## src/rtl/grant_scheduler_if.sv

```systemverilog
// Handshake bundle between requesters and the grant scheduler.
// The scheduler uses the slave view; requesters use the master view.
interface grant_scheduler_if;
    logic [7:0] req;
    logic [7:0] grant;
    logic [2:0] grant_idx;
    logic       grant_valid;
    logic       preempt;

    modport master (
        output req,
        input  grant,
        input  grant_idx,
        input  grant_valid,
        input  preempt
    );

    modport slave (
        input  req,
        output grant,
        output grant_idx,
        output grant_valid,
        output preempt
    );
endinterface

```

## src/rtl/grant_scheduler.sv

```systemverilog
// Round-robin single-owner arbiter with bounded hold time.
// One idle cycle always separates consecutive grants.
module grant_scheduler #(
    parameter int MAX_HOLD = 16
) (
    input  logic         clk,
    input  logic         rst,
    grant_scheduler_if.slave bus
);

    typedef enum logic {
        IDLE,
        GRANT
    } state_t;

    state_t     state_q;
    state_t     state_d;
    logic [2:0] idx_q;
    logic [2:0] idx_d;
    logic [2:0] last_q;
    logic [2:0] last_d;
    logic [4:0] cnt_q;
    logic [4:0] cnt_d;
    logic       pre_q;
    logic       pre_d;
    logic [2:0] winner;
    logic [2:0] cand;
    logic       found;

    localparam logic [4:0] HOLD_MAX = 5'(MAX_HOLD);

    // Search upward from last+1; the previous owner is visited last.
    always_comb begin
        winner = last_q;
        found  = 1'b0;
        cand   = last_q;
        for (int i = 1; i <= 8; i++) begin
            cand = last_q + 3'(i);
            if (!found && bus.req[cand]) begin
                winner = cand;
                found  = 1'b1;
            end
        end
    end

    always_ff @(posedge clk or posedge rst) begin
        if (rst) begin
            state_q <= IDLE;
            idx_q   <= 3'd0;
            last_q  <= 3'd7;
            cnt_q   <= 5'd0;
            pre_q   <= 1'b0;
        end else begin
            state_q <= state_d;
            idx_q   <= idx_d;
            last_q  <= last_d;
            cnt_q   <= cnt_d;
            pre_q   <= pre_d;
        end
    end

    always_comb begin
        state_d = state_q;
        idx_d   = idx_q;
        last_d  = last_q;
        cnt_d   = cnt_q;
        pre_d   = 1'b0;
        unique case (state_q)
            IDLE: begin
                if (|bus.req) begin
                    state_d = GRANT;
                    idx_d   = winner;
                    cnt_d   = 5'd1;
                end
            end
            GRANT: begin
                // Owner release wins over expiry on the same edge.
                if (!bus.req[idx_q]) begin
                    state_d = IDLE;
                    last_d  = idx_q;
                end else if (cnt_q == HOLD_MAX) begin
                    state_d = IDLE;
                    last_d  = idx_q;
                    pre_d   = 1'b1;
                end else begin
                    cnt_d = cnt_q + 5'd1;
                end
            end
            default: state_d = IDLE;
        endcase
    end

    assign bus.grant_valid = (state_q == GRANT);
    assign bus.grant       = (state_q == GRANT) ?
                             (8'b1 << idx_q) : 8'h00;
    assign bus.grant_idx   = idx_q;
    assign bus.preempt     = pre_q;

endmodule

```

## src/flat_wrapper.sv

```systemverilog
// flat-port wrapper written by rule: the top's interface ports become plain ports
module grant_scheduler_flat 
#(
    parameter int MAX_HOLD = 16
)
  (clk, rst, bus_req, bus_grant, bus_grant_idx, bus_grant_valid, bus_preempt);
  grant_scheduler_if bus_i ();
  input  logic clk;
  input  logic rst;
  input wire logic [$bits(bus_i.req)-1:0] bus_req;
  output wire logic [$bits(bus_i.grant)-1:0] bus_grant;
  output wire logic [$bits(bus_i.grant_idx)-1:0] bus_grant_idx;
  output wire logic [$bits(bus_i.grant_valid)-1:0] bus_grant_valid;
  output wire logic [$bits(bus_i.preempt)-1:0] bus_preempt;
  assign bus_i.req = bus_req;
  assign bus_grant = bus_i.grant;
  assign bus_grant_idx = bus_i.grant_idx;
  assign bus_grant_valid = bus_i.grant_valid;
  assign bus_preempt = bus_i.preempt;
  grant_scheduler #(.MAX_HOLD(MAX_HOLD)) u_core (.clk(clk), .rst(rst), .bus(bus_i));
endmodule
```

## config.mk

```make
export PLATFORM = sky130hd
export DESIGN_NAME = grant_scheduler_flat
export DESIGN_NICKNAME = d
export VERILOG_FILES = /design/src/rtl/grant_scheduler_if.sv /design/src/rtl/grant_scheduler.sv /design/src/flat_wrapper.sv
export SDC_FILE = /design/constraint.sdc
export NUM_CORES = 1
export LEC_CHECK = 0
export ABC_AREA = 1
export CAP_MARGIN = 25
export CORE_ASPECT_RATIO = 1.75
export CORE_UTILIZATION = 54
export CTS_CLUSTER_DIAMETER = 40
export DETAILED_ROUTE_END_ITERATION = 10
export GPL_TIMING_DRIVEN = 0
export HOLD_SLACK_MARGIN = 0.1
export PLACE_DENSITY = 0.8
export SETUP_SLACK_MARGIN = 0.15
export SLEW_MARGIN = 20
export SYNTH_ARGS = -nofsm -noshare
export SYNTH_HDL_FRONTEND = slang
export SYNTH_SLANG_ARGS = --single-unit
```

## constraint.sdc

```tcl
create_clock -name clk -period 3.6 [get_ports clk]
set_clock_uncertainty 0.1 [all_clocks]
set_input_delay 0.36 -clock clk [delete_from_list [all_inputs] [get_ports clk]]
set_output_delay 0.36 -clock clk [all_outputs]
set_load 0.03 [all_outputs]
```

==> results.env, run 1 <==
STATUS='completed'
HOLD-WORST-SLACK_NS=0.334
DETAIL_ROUTE.FIRST_PASS.ITERATIONS=4
IO_BUFFERS=22
TIMING.CRITICAL_PATH.MAX_DELAY_FAMILY='simple AND/OR/NAND/NOR gates'
TOTAL_OF_FLIP_FLOPS_PLUS_LATCHES_AFTER_SYNTHESIS=13
LAYOUT-DRIVE-GT1-SHARE=0.147
MAPPED_CELL_AREA_UM2=1510
POST_SYNTH_INST_COUNT=239
SYNTH_TOP_AREA_FRAC=0.183
TIMING.FINAL.SETUP_VIOLATIONS=0
CTS_MADE_BUFFERS=3
WORSTSETUPENDPOINTTYPE='register'
CLK_PIN_SLEW_WORST_PATHS_NS=0.06
MAXIMUM_ACHIEVABLE_FREQUENCY_MHz=356
HTREEDEPTH=1
DIE_W_UM=42.0
POST_DETAILED_ROUTE_WIRELENGTH_PER_CELL_UM=13.3
TIMING.CRITICAL_PATH.ARRIVAL_NS=2.89
CLOCK_SINK_COUNT=13
DIE-HEIGHT_UM=72.0
GRT_PASS1_WL_UM=6440
MIN_PERIOD_OVER_PERIOD=0.779
CORE.ROWCOUNT=25
DRC=0
CLOCKBUFFERDEPTH=2
SYN2LAYOUT_AREA_GROWTH_PCT=19.8
NFILLCELLS=267
CP_COMMON_CELL='sky130_fd_sc_hd__nand2_1'
FINALHOLDVIOLCOUNT=0
CLASS_OF_THE_TIGHTEST_HOLD_OR_REMOVAL_CHECK='primary input to async pin'
START_UTIL=0.563
DIODE_COUNT=0
FINAL_NON_FILLER_CELLS=292
WORST-PATH-MAX-FANOUT=10
GRT_OVERFLOW_TOTAL=0
DIEAREA_UM2=3030
NETLIST_TOP_CELLS_AREA='sky130_fd_sc_hd__nand2_1 18%, sky130_fd_sc_hd__dfrtp_1 17%, sky130_fd_sc_hd__nand3_1 11%, sky130_fd_sc_hd__inv_1 6.7%, sky130_fd_sc_hd__nor2_1 6.2%'
ROOT_DRIVER='sky130_fd_sc_hd__clkbuf_8'
HPWL_UM=3160
DETAILROUTE.VIA_COUNT=1614
FINALSETUPTNS_NS=0
CTS_TREE='done'
WORST_PIN_SLEW_NS=0.498
POSTLAYOUTSETUPSLACKWORST_NS=0.795
CRITICAL_PATH.CELL_CHAIN='buf_6 -> clkinv_2 -> ha_1 -> buf_2 -> inv_2 -> nand3_2 -> nand3_4 -> nand2_4 -> nor2_8 -> nand4_4 -> nor2_4 -> nand2_2 -> o21ai_1 -> inv_1 -> nand2_1 -> nand3_1 -> nand2_1'
GRT_PASS1_VIAS=1547
COREAREA_UM2=2690
MAX_CAP_VIOL_COUNT=0
PLACED_CELLS_INCL_TAPS=288
GPL.FINAL_WEIGHTED_CONGESTION=0.906
POST_SYNTH_NUM_CELL_TYPES=31
STARTPOINT_TYPE='register'
CRITPATHKIND='register to register'
GRT_SETUP_UNREPAIRED='false'
WIRELENGTH_UM=3890
ASYNC_FLOP_SHARE=1.00
MAX_INCR_DELAY_ON_CP_NS=0.53
YS_DOMINANT_REG_CELL='sky130_fd_sc_hd__dfrtp_1'
TOP_LEVEL_PORTS=23
CTSHOLDBUFFERS=0
COMMONEST_CELLS_AFTER_ROUTING_FILL_AND_TAPS_ASIDE='74 x sky130_fd_sc_hd__nand2_1, 32 x sky130_fd_sc_hd__nand3_1, 27 x sky130_fd_sc_hd__inv_1, 25 x sky130_fd_sc_hd__nor2_1, 22 x sky130_fd_sc_hd__clkdlybuf4s50_1'
WORSTPATHREQUIRED_NS=3.68
WORSTPATHBUFFERINVERTERCOUNT=5
ANT_NETS=0
GRT_USAGE=0.274
CLOCK_INSERTION_DELAY_WORST_SKEW_NS=0.24
YOSYSWARNINGS=0
CTS_RESIZED=0
CPMAXSTAGEDELAYCELL='sky130_fd_sc_hd__dfstp_2'
GRT_MAX_DEGREE=14
DETAILEDROUTE.FIRSTITERATIONVIOLATIONS=60
SYNTH_LARGEST_AREA_CELL='sky130_fd_sc_hd__nand2_1'
PLACE_WS_NS=0.804
SYN_NETS=253
NUMBER_OF_ANTENNA_VIOLATIONS_AT_THE_FIRST_CHECK_IN_GLOBAL_ROUTING=0
POSTSYNTHAREAPERCELL_UM2=6.33
FINAL.MIN_CLOCK_PERIOD_NS=2.81
FINALMAXSLEWVIOLATIONS=0
CTS_SETUP_BUFFERS=0
RELSLEWSLACK=0.668
SEQ_AREA_FRAC_SYNTH=0.217
AVGVIACOUNTPERCELL=5.53
DESIGN.FINAL.NETS=280
SYNTH_ENABLE_FLOP_CELLS=0
MOST_FREQUENT_STANDARD_CELL_IN_THE_LAYOUT_EXCLUDING_FILL_AND_TAP_CELLS='sky130_fd_sc_hd__nand2_1'
==> metrics by stage <==
| stage | cell area [um2] | utilization |
|---|---|---|
| 2_1_floorplan | 1510 | - |
| 3_3_place_gp | 1770 | 0.657 |
| 3_5_place_dp | 1770 | 0.657 |
| 4_1_cts | 1810 | 0.674 |
| 5_1_grt | 1810 | 0.674 |
| 6_report | 1810 | 0.674 |
==> cells in the mapped netlist, types with 2 or more instances <==
cell,number
sky130_fd_sc_hd__nand4_1,7
sky130_fd_sc_hd__a21oi_1,3
sky130_fd_sc_hd__xor2_1,2
sky130_fd_sc_hd__buf_6,3
sky130_fd_sc_hd__o22ai_1,4
sky130_fd_sc_hd__nand3_4,2
sky130_fd_sc_hd__nand3_2,5
sky130_fd_sc_hd__o21ai_0,9
sky130_fd_sc_hd__nand2_1,74
sky130_fd_sc_hd__o21ai_1,3
sky130_fd_sc_hd__dfstp_2,3
sky130_fd_sc_hd__nand3_1,32
sky130_fd_sc_hd__nor2_1,25
sky130_fd_sc_hd__xnor2_2,2
sky130_fd_sc_hd__inv_2,5
sky130_fd_sc_hd__ha_1,4
sky130_fd_sc_hd__inv_1,27
sky130_fd_sc_hd__nand2_2,7
sky130_fd_sc_hd__dfrtp_1,10
==> final cells by class <==
type                    instances  area, um2  share of cell area
multi-input cells             189       1020               0.563
inverters                      33        125              0.0690
plain buffers                   4       38.8              0.0214
clock buffers                   4       45.0              0.0248
well taps                      27       33.8              0.0186
flip-flops and latches         13        329               0.182
repair buffers                 22        220               0.121
==> logic make-up (layout without fill, tap and decap cells) <==
group                      count (synthesis)  count (layout)  share of synthesized area
adders and majority gates                  4               4                     0.0331
xor gates and xnor gates                   5               5                     0.0388
buffers and inverters                     37              63                      0.108
AOI/OAI and AO/OA                         23              23                     0.0868
DFF                                       13              13                      0.217
and+or+nand+nor                          157             157                      0.516
==> flip-flops by register name, indices dropped and copies added (netlist names) <==
signal / cells
u_core.cnt_q: 5
u_core.bus.grant_idx: 3
u_core.last_q: 3
u_core.bus.grant_valid: 1
u_core.bus.preempt: 1
==> per-layer routing <==
metal	vias up	global-route usage	wire length, um
li1	827	-	-
met1	724	0.276	1500
met2	44	0.530	2090
met3	19	0.0199	104
met4	0	0.163	201
met5	-	0	0
==> path summary, 6_finish.rpt <==
check | startpoint | to | slack, ns | depth (start not counted)
max | u_core.last_q[1] | u_core.bus.grant_idx[2] | 0.79 | 17
min | rst | u_core.bus.preempt | 0.33 | 2
max reg2reg | u_core.last_q[1] | u_core.bus.grant_idx[2] | 0.79 | 17
min reg2reg | u_core.cnt_q[4] | u_core.cnt_q[4] | 0.38 | 1
max in group asynchronous | rst | u_core.last_q[2] | 2.71 | 2
min in group clk | u_core.cnt_q[4] | u_core.cnt_q[4] | 0.38 | 1
Power of run 1 is not shown: default switching activity piles up to over one toggle a cycle in this logic, so the estimate is an artifact.
==> run 2, diff against run 1 <==
CORE_UTILIZATION = 49   (was 54)
PLACE_DENSITY = 0.76   (was 0.8)
clock period = 2.31 ns   (was 3.6 ns; I/O delays follow)
==> results.env, run 2 (synthesis results as in run 1) <==
DESIGN.FINAL.NETS=292  # +4.3%
GRT_PASS1_VIAS=1620  # +4.7%
FAILING_CHECKS='setup timing'
FINAL_DESIGN_AREA_NO_FILL_UM2=2080  # +15%
MAX_CAP_VIOL_COUNT=0  # unchanged
POSTPLACECELLAREA_UM2=1810  # +2.5%
DIODE_COUNT=0  # unchanged
START_UTIL=0.517  # -0.0457
CORE.ROWCOUNT=26  # +4.0%
FINAL.MIN_CLOCK_PERIOD_NS=2.52  # -0.285 ns
IO_BUFFERS=22  # unchanged
TIMING.FINAL.SETUP_VIOLATIONS=3  # +3
DETAIL_ROUTE.FIRST_PASS.ITERATIONS=4  # unchanged
MOST_FREQUENT_STANDARD_CELL_IN_THE_LAYOUT_EXCLUDING_FILL_AND_TAP_CELLS='sky130_fd_sc_hd__nand2_1'
REG2REG_DEPTH=18  # +1
DIEAREA_UM2=3320  # +9.8%
MIN_PERIOD_OVER_PERIOD=1.09  # +0.312
NUMBER_OF_ANTENNA_VIOLATIONS_AT_THE_FIRST_CHECK_IN_GLOBAL_ROUTING=0  # unchanged
CTS_TREE='done'
DETAILEDROUTE.FIRSTITERATIONVIOLATIONS=64  # +6.7%
REG2REG_SLACK_NS=-0.21  # -1.00 ns
GRT_MAX_DEGREE=14  # unchanged
GPL.FINAL_WEIGHTED_CONGESTION=0.920  # +1.6%
LARGEST_REGISTER_BY_FLOP_COUNT='u_core.cnt_q'
LARGEST_REG_FLOPS=5  # unchanged
STATUS='finished, violations left'
FINALHOLDVIOLCOUNT=0  # unchanged
WIRELENGTH_UM=4400  # +13%
WORSTPATHREQUIRED_NS=2.34  # -1.34 ns
TOP_LEVEL_PORTS=23  # unchanged
TIMING.CRITICAL_PATH.ARRIVAL_NS=2.55  # -0.34 ns
DRC=0  # unchanged
CLOCK_INSERTION_DELAY_WORST_SKEW_NS=0.24  # about the same
WORST_R2R_ENDPOINT='u_core.bus.grant_idx[2]'
STARTPOINT_TYPE='register'
WORSTSETUPENDPOINTTYPE='register'
RELSLEWSLACK=0.663  # -0.00455
GRT_PASS1_WL_UM=6970  # +8.3%
FINALMAXSLEWVIOLATIONS=0  # unchanged
DIE_W_UM=44.0  # +4.7%
CRITPATHKIND='register to register'
CLK_PIN_SLEW_WORST_PATHS_NS=0.05  # about the same
MAXIMUM_ACHIEVABLE_FREQUENCY_MHz=397  # +11%
R2R-START='u_core.last_q[1]'
GRT_USAGE=0.282  # +0.00894
POSTLAYOUTSETUPSLACKWORST_NS=-0.210  # -1.00 ns
COMMONEST_CELLS_AFTER_ROUTING_FILL_AND_TAPS_ASIDE='67 x sky130_fd_sc_hd__nand2_1, 28 x sky130_fd_sc_hd__nand3_1, 24 x sky130_fd_sc_hd__inv_1, 23 x sky130_fd_sc_hd__nor2_1, 21 x sky130_fd_sc_hd__clkdlybuf4s50_1'
CTS_MADE_BUFFERS=3  # unchanged
WORST-PATH-MAX-FANOUT=6  # -4
COREAREA_UM2=2930  # +8.8%
WORST_PIN_SLEW_NS=0.505  # +0.00682 ns
SYN2LAYOUT_AREA_GROWTH_PCT=37.4
DIE-HEIGHT_UM=75.5  # +4.8%
HPWL_UM=3230  # +2.3%
CLOCK_SINK_COUNT=13  # unchanged
GRT_SETUP_UNREPAIRED='true'
GRT_OVERFLOW_TOTAL=0  # unchanged
AVGVIACOUNTPERCELL=5.46  # -1.2%
CLOCKBUFFERDEPTH=2  # unchanged
DETAILROUTE.VIA_COUNT=1666  # +3.2%
ROOT_DRIVER='sky130_fd_sc_hd__clkbuf_8'
LAYOUT-DRIVE-GT1-SHARE=0.256  # +0.109
ANT_NETS=0  # unchanged
CLASS_OF_THE_TIGHTEST_HOLD_OR_REMOVAL_CHECK='primary input to async pin'
HTREEDEPTH=1  # unchanged
POST_DETAILED_ROUTE_WIRELENGTH_PER_CELL_UM=14.4  # +8.5%
-- run 2: cell types whose count changed in the layout (fill, tap and decap cells not counted), sizes merged --
cell and delta:
dlymetal6s2s +1, clkdlybuf4s50 -1, inv -1, buf +12, clkinv +1
-- run 2: stage by stage --
stage               TNS, ns  utilization  instances  hold WS, ns  setup slack [ns]
global placement     -0.713        0.619        289        0.355            -0.254
floorplan           -0.0476            -        239      0.00581           -0.0260
global route         -0.744        0.711        305        0.275            -0.343
detailed placement   -0.773        0.619        289        0.361            -0.277
finish               -0.382        0.711        305        0.219            -0.210
CTS                  -0.226        0.678        302        0.219           -0.0936
-- run 2: what timing repair did --
action                                 in CTS  in global routing
setup endpoints to repair                   3                  5
endpoints found under the hold margin       0                  0
resized for setup                          13                 22
buffers inserted                            9                  3
pin swaps                                  12                 10
hold buffers                                0                  0
-- run 2: worst max-delay path by stage --
stage | start | to | slack, ns | cells after the start
2_1_floorplan | u_core.last_q[1] | u_core.bus.grant_idx[1] | -0.03 | 17
3_3_place_gp | u_core.last_q[1] | u_core.bus.grant_idx[2] | -0.25 | 17
3_5_place_dp | u_core.last_q[1] | u_core.bus.grant_idx[2] | -0.28 | 17
4_1_cts | u_core.last_q[1] | u_core.bus.grant_idx[2] | -0.09 | 17
5_1_grt | u_core.last_q[1] | u_core.bus.grant_idx[2] | -0.34 | 18
6_report | u_core.last_q[1] | u_core.bus.grant_idx[2] | -0.21 | 18
-- run 2: critical path, cell delays in order (launching register included) --
cell                       delay, ns
sky130_fd_sc_hd__dfstp_2        0.54
sky130_fd_sc_hd__buf_8          0.12
sky130_fd_sc_hd__clkinv_8       0.04
sky130_fd_sc_hd__ha_4           0.26
sky130_fd_sc_hd__buf_12         0.13
sky130_fd_sc_hd__clkinv_8       0.07
sky130_fd_sc_hd__nand3_4        0.08
sky130_fd_sc_hd__nand3_4        0.08
sky130_fd_sc_hd__buf_4          0.16
sky130_fd_sc_hd__a21boi_0       0.21
sky130_fd_sc_hd__nand2_1        0.11
sky130_fd_sc_hd__nand3_1        0.10
sky130_fd_sc_hd__nand2_1        0.06
sky130_fd_sc_hd__nand2_1        0.05
sky130_fd_sc_hd__nand2_1        0.04
sky130_fd_sc_hd__nand2_1        0.06
sky130_fd_sc_hd__nand2_1        0.06
sky130_fd_sc_hd__nand3_2        0.06
sky130_fd_sc_hd__nand2_1        0.05
-- run 2: cell type report --
| type | instances | area, um2 |
|---|---|---|
| multi-input cells | 189 | 1140 |
| repair buffers | 34 | 320 |
| clock buffers | 4 | 45.0 |
| fillers | 249 | 847 |
| flip-flops and latches | 13 | 329 |
| plain buffers | 4 | 57.6 |
| well taps | 28 | 35.0 |
| inverters | 33 | 151 |
-- run 2: routing by layer --
metal  vias to the layer above  wire (um)  track usage
met5                         -          0            0
met4                         0        170        0.138
met3                        13        112       0.0332
met2                        41       2510        0.575
met1                       761       1610        0.262
li1                        851          -            -
Power of run 2 is left out for the same reason.
==> run 3, diff against run 2 <==
CORE_UTILIZATION = 40   (was 49)
PLACE_DENSITY = default   (was 0.76)
==> results.env, run 3 (synthesis results as in run 1) <==
WORSTPATHREQUIRED_NS=2.38  # +0.04 ns
DESIGN.FINAL.NETS=292  # unchanged
GRT_PASS1_WL_UM=7380  # +5.9%
RELSLEWSLACK=0.680  # +0.0167
CRITPATHKIND='register to register'
GRT_USAGE=0.233  # -0.0491
MAX_INCR_DELAY_ON_CP_NS=0.54  # about the same
MOST_FREQUENT_STANDARD_CELL_IN_THE_LAYOUT_EXCLUDING_FILL_AND_TAP_CELLS='sky130_fd_sc_hd__nand2_1'
NFILLCELLS=360  # +45%
TIMING.FINAL.SETUP_VIOLATIONS=3  # unchanged
GPL.FINAL_WEIGHTED_CONGESTION=0.836  # -9.2%
IO_BUFFERS=22  # unchanged
FINALMAXSLEWVIOLATIONS=0  # unchanged
COREAREA_UM2=3630  # +24%
REG2REG_DEPTH=17  # -1
DIEAREA_UM2=4040  # +22%
PLACE_WS_NS=-0.307  # -0.0295 ns
DRC=0  # unchanged
WIRELENGTH_UM=4430  # +0.57%
POST_DETAILED_ROUTE_WIRELENGTH_PER_CELL_UM=13.7  # -5.0%
CLK_PIN_SLEW_WORST_PATHS_NS=0.05  # about the same
CPMAXSTAGEDELAYCELL='sky130_fd_sc_hd__dfstp_2'
MIN_PERIOD_OVER_PERIOD=1.05  # -0.0455
AVGVIACOUNTPERCELL=5.09  # -6.9%
FINAL_NON_FILLER_CELLS=323  # +5.9%
POSTLAYOUTSETUPSLACKWORST_NS=-0.104  # +0.105 ns
GRT_SETUP_UNREPAIRED='true'
MULTI_INPUT_AREA_UM2=1120  # -1.6%
ROOT_DRIVER='sky130_fd_sc_hd__clkbuf_8'
STATUS='finished, violations left'
MAXIMUM_ACHIEVABLE_FREQUENCY_MHz=414  # +4.4%
GRT_PASS1_VIAS=1644  # +1.5%
CLASS_OF_THE_TIGHTEST_HOLD_OR_REMOVAL_CHECK='primary input to async pin'
CTS_MADE_BUFFERS=3  # unchanged
LARGEST_REG_FLOPS=5  # unchanged
DETAILROUTE.VIA_COUNT=1643  # -1.4%
FAILING_CHECKS='setup timing'
WORST_R2R_ENDPOINT='u_core.bus.grant_idx[1]'
DETAILEDROUTE.FIRSTITERATIONVIOLATIONS=37  # -42%
WORST-PATH-MAX-FANOUT=7  # +1
SEQCELLAREA_UM2=329  # unchanged
DIE-HEIGHT_UM=83.4  # +10%
CLOCK_SINK_COUNT=13  # unchanged
COMMONEST_CELLS_AFTER_ROUTING_FILL_AND_TAPS_ASIDE='68 x sky130_fd_sc_hd__nand2_1, 29 x sky130_fd_sc_hd__nand3_1, 25 x sky130_fd_sc_hd__inv_1, 24 x sky130_fd_sc_hd__nor2_1, 22 x sky130_fd_sc_hd__clkdlybuf4s50_1'
TIMING.CRITICAL_PATH.ARRIVAL_NS=2.48  # -0.07 ns
LARGEST_REGISTER_BY_FLOP_COUNT='u_core.cnt_q'
R2R-START='u_core.last_q[1]'
ANT_NETS=0  # unchanged
CLOCKBUFFERDEPTH=2  # unchanged
START_UTIL=0.417  # -0.0999
GRT_MAX_DEGREE=14  # unchanged
TIMING.CRITICAL_PATH.MAX_DELAY_FAMILY='simple AND/OR/NAND/NOR gates'
GRT_OVERFLOW_TOTAL=0  # unchanged
FINAL.MIN_CLOCK_PERIOD_NS=2.41  # -0.105 ns
FINALHOLDVIOLCOUNT=0  # unchanged
TOP_LEVEL_PORTS=23  # unchanged
PLACED_CELLS_INCL_TAPS=307  # +6.2%
CORE.ROWCOUNT=29  # +12%
CTSHOLDBUFFERS=0  # unchanged
DIODE_COUNT=0  # unchanged
CTS_TREE='done'
STARTPOINT_TYPE='register'
LAYOUT-DRIVE-GT1-SHARE=0.238  # -0.0181
WORSTPATHBUFFERINVERTERCOUNT=5  # unchanged
DIE_W_UM=48.5  # +10%
SYN2LAYOUT_AREA_GROWTH_PCT=36.7
CLOCK_INSERTION_DELAY_WORST_SKEW_NS=0.23  # about the same
MAX_CAP_VIOL_COUNT=0  # unchanged
WORSTSETUPENDPOINTTYPE='register'
CRITICAL_PATH.CELL_CHAIN='buf_8 -> clkinv_8 -> ha_4 -> buf_12 -> inv_8 -> nand3_4 -> nand3_4 -> nand2_4 -> nor2_8 -> nand4_4 -> nor2_4 -> nand2_4 -> nand2_1 -> inv_1 -> nand2_1 -> nand2_2 -> a21oi_2'
NUMBER_OF_ANTENNA_VIOLATIONS_AT_THE_FIRST_CHECK_IN_GLOBAL_ROUTING=0  # unchanged
HTREEDEPTH=1  # unchanged
HPWL_UM=3520  # +8.9%
DETAIL_ROUTE.FIRST_PASS.ITERATIONS=4  # unchanged
WORST_PIN_SLEW_NS=0.480  # -0.0251 ns
REG2REG_SLACK_NS=-0.10  # +0.11 ns
-- run 3: metal layers --
metal  wire, um  vias up  global-route usage
li1           -      852                   -
met1       1580      765               0.226
met2       2730       22               0.488
met3         60        4              0.0147
met4         57        0              0.0829
met5          0        -                   0
-- run 3: timing repair --
action                                  4_1_cts  5_1_grt
endpoints found under the setup margin        3        4
gates resized for setup                      12       14
setup buffers                                 8        4
pin swaps                                    11        8
-- run 3: cell type report --
class / count / share of cell area
clock buffers: 4 / 0.0218
well taps: 46 / 0.0278
plain buffers: 4 / 0.0278
inverters: 33 / 0.0707
flip-flops and latches: 13 / 0.159
multi-input cells: 189 / 0.543
repair buffers: 34 / 0.150
-- run 3: stage by stage --
stage	utilization	hold slack (ns)	setup TNS [ns]	area (um2)
floorplan	-	0.00581	-0.0476	1560
global placement	0.506	0.397	-0.865	1830
detailed placement	0.506	0.401	-0.879	1830
CTS	0.551	0.236	-0.281	2000
global route	0.570	0.282	-0.696	2070
finish	0.570	0.212	-0.272	2070
-- run 3: worst max path at each step --
stage / start / end / slack [ns] / cells past startpoint
after floorplan: u_core.last_q[1] / u_core.bus.grant_idx[1] / -0.03 / 17
after global placement: u_core.last_q[1] / u_core.bus.grant_idx[2] / -0.30 / 17
after detailed placement: u_core.last_q[1] / u_core.bus.grant_idx[2] / -0.31 / 17
after CTS: u_core.last_q[1] / u_core.bus.grant_idx[2] / -0.11 / 17
after global routing: u_core.last_q[1] / u_core.bus.grant_idx[1] / -0.25 / 17
final: u_core.last_q[1] / u_core.bus.grant_idx[1] / -0.10 / 17
Power of run 3 is left out for the same reason.
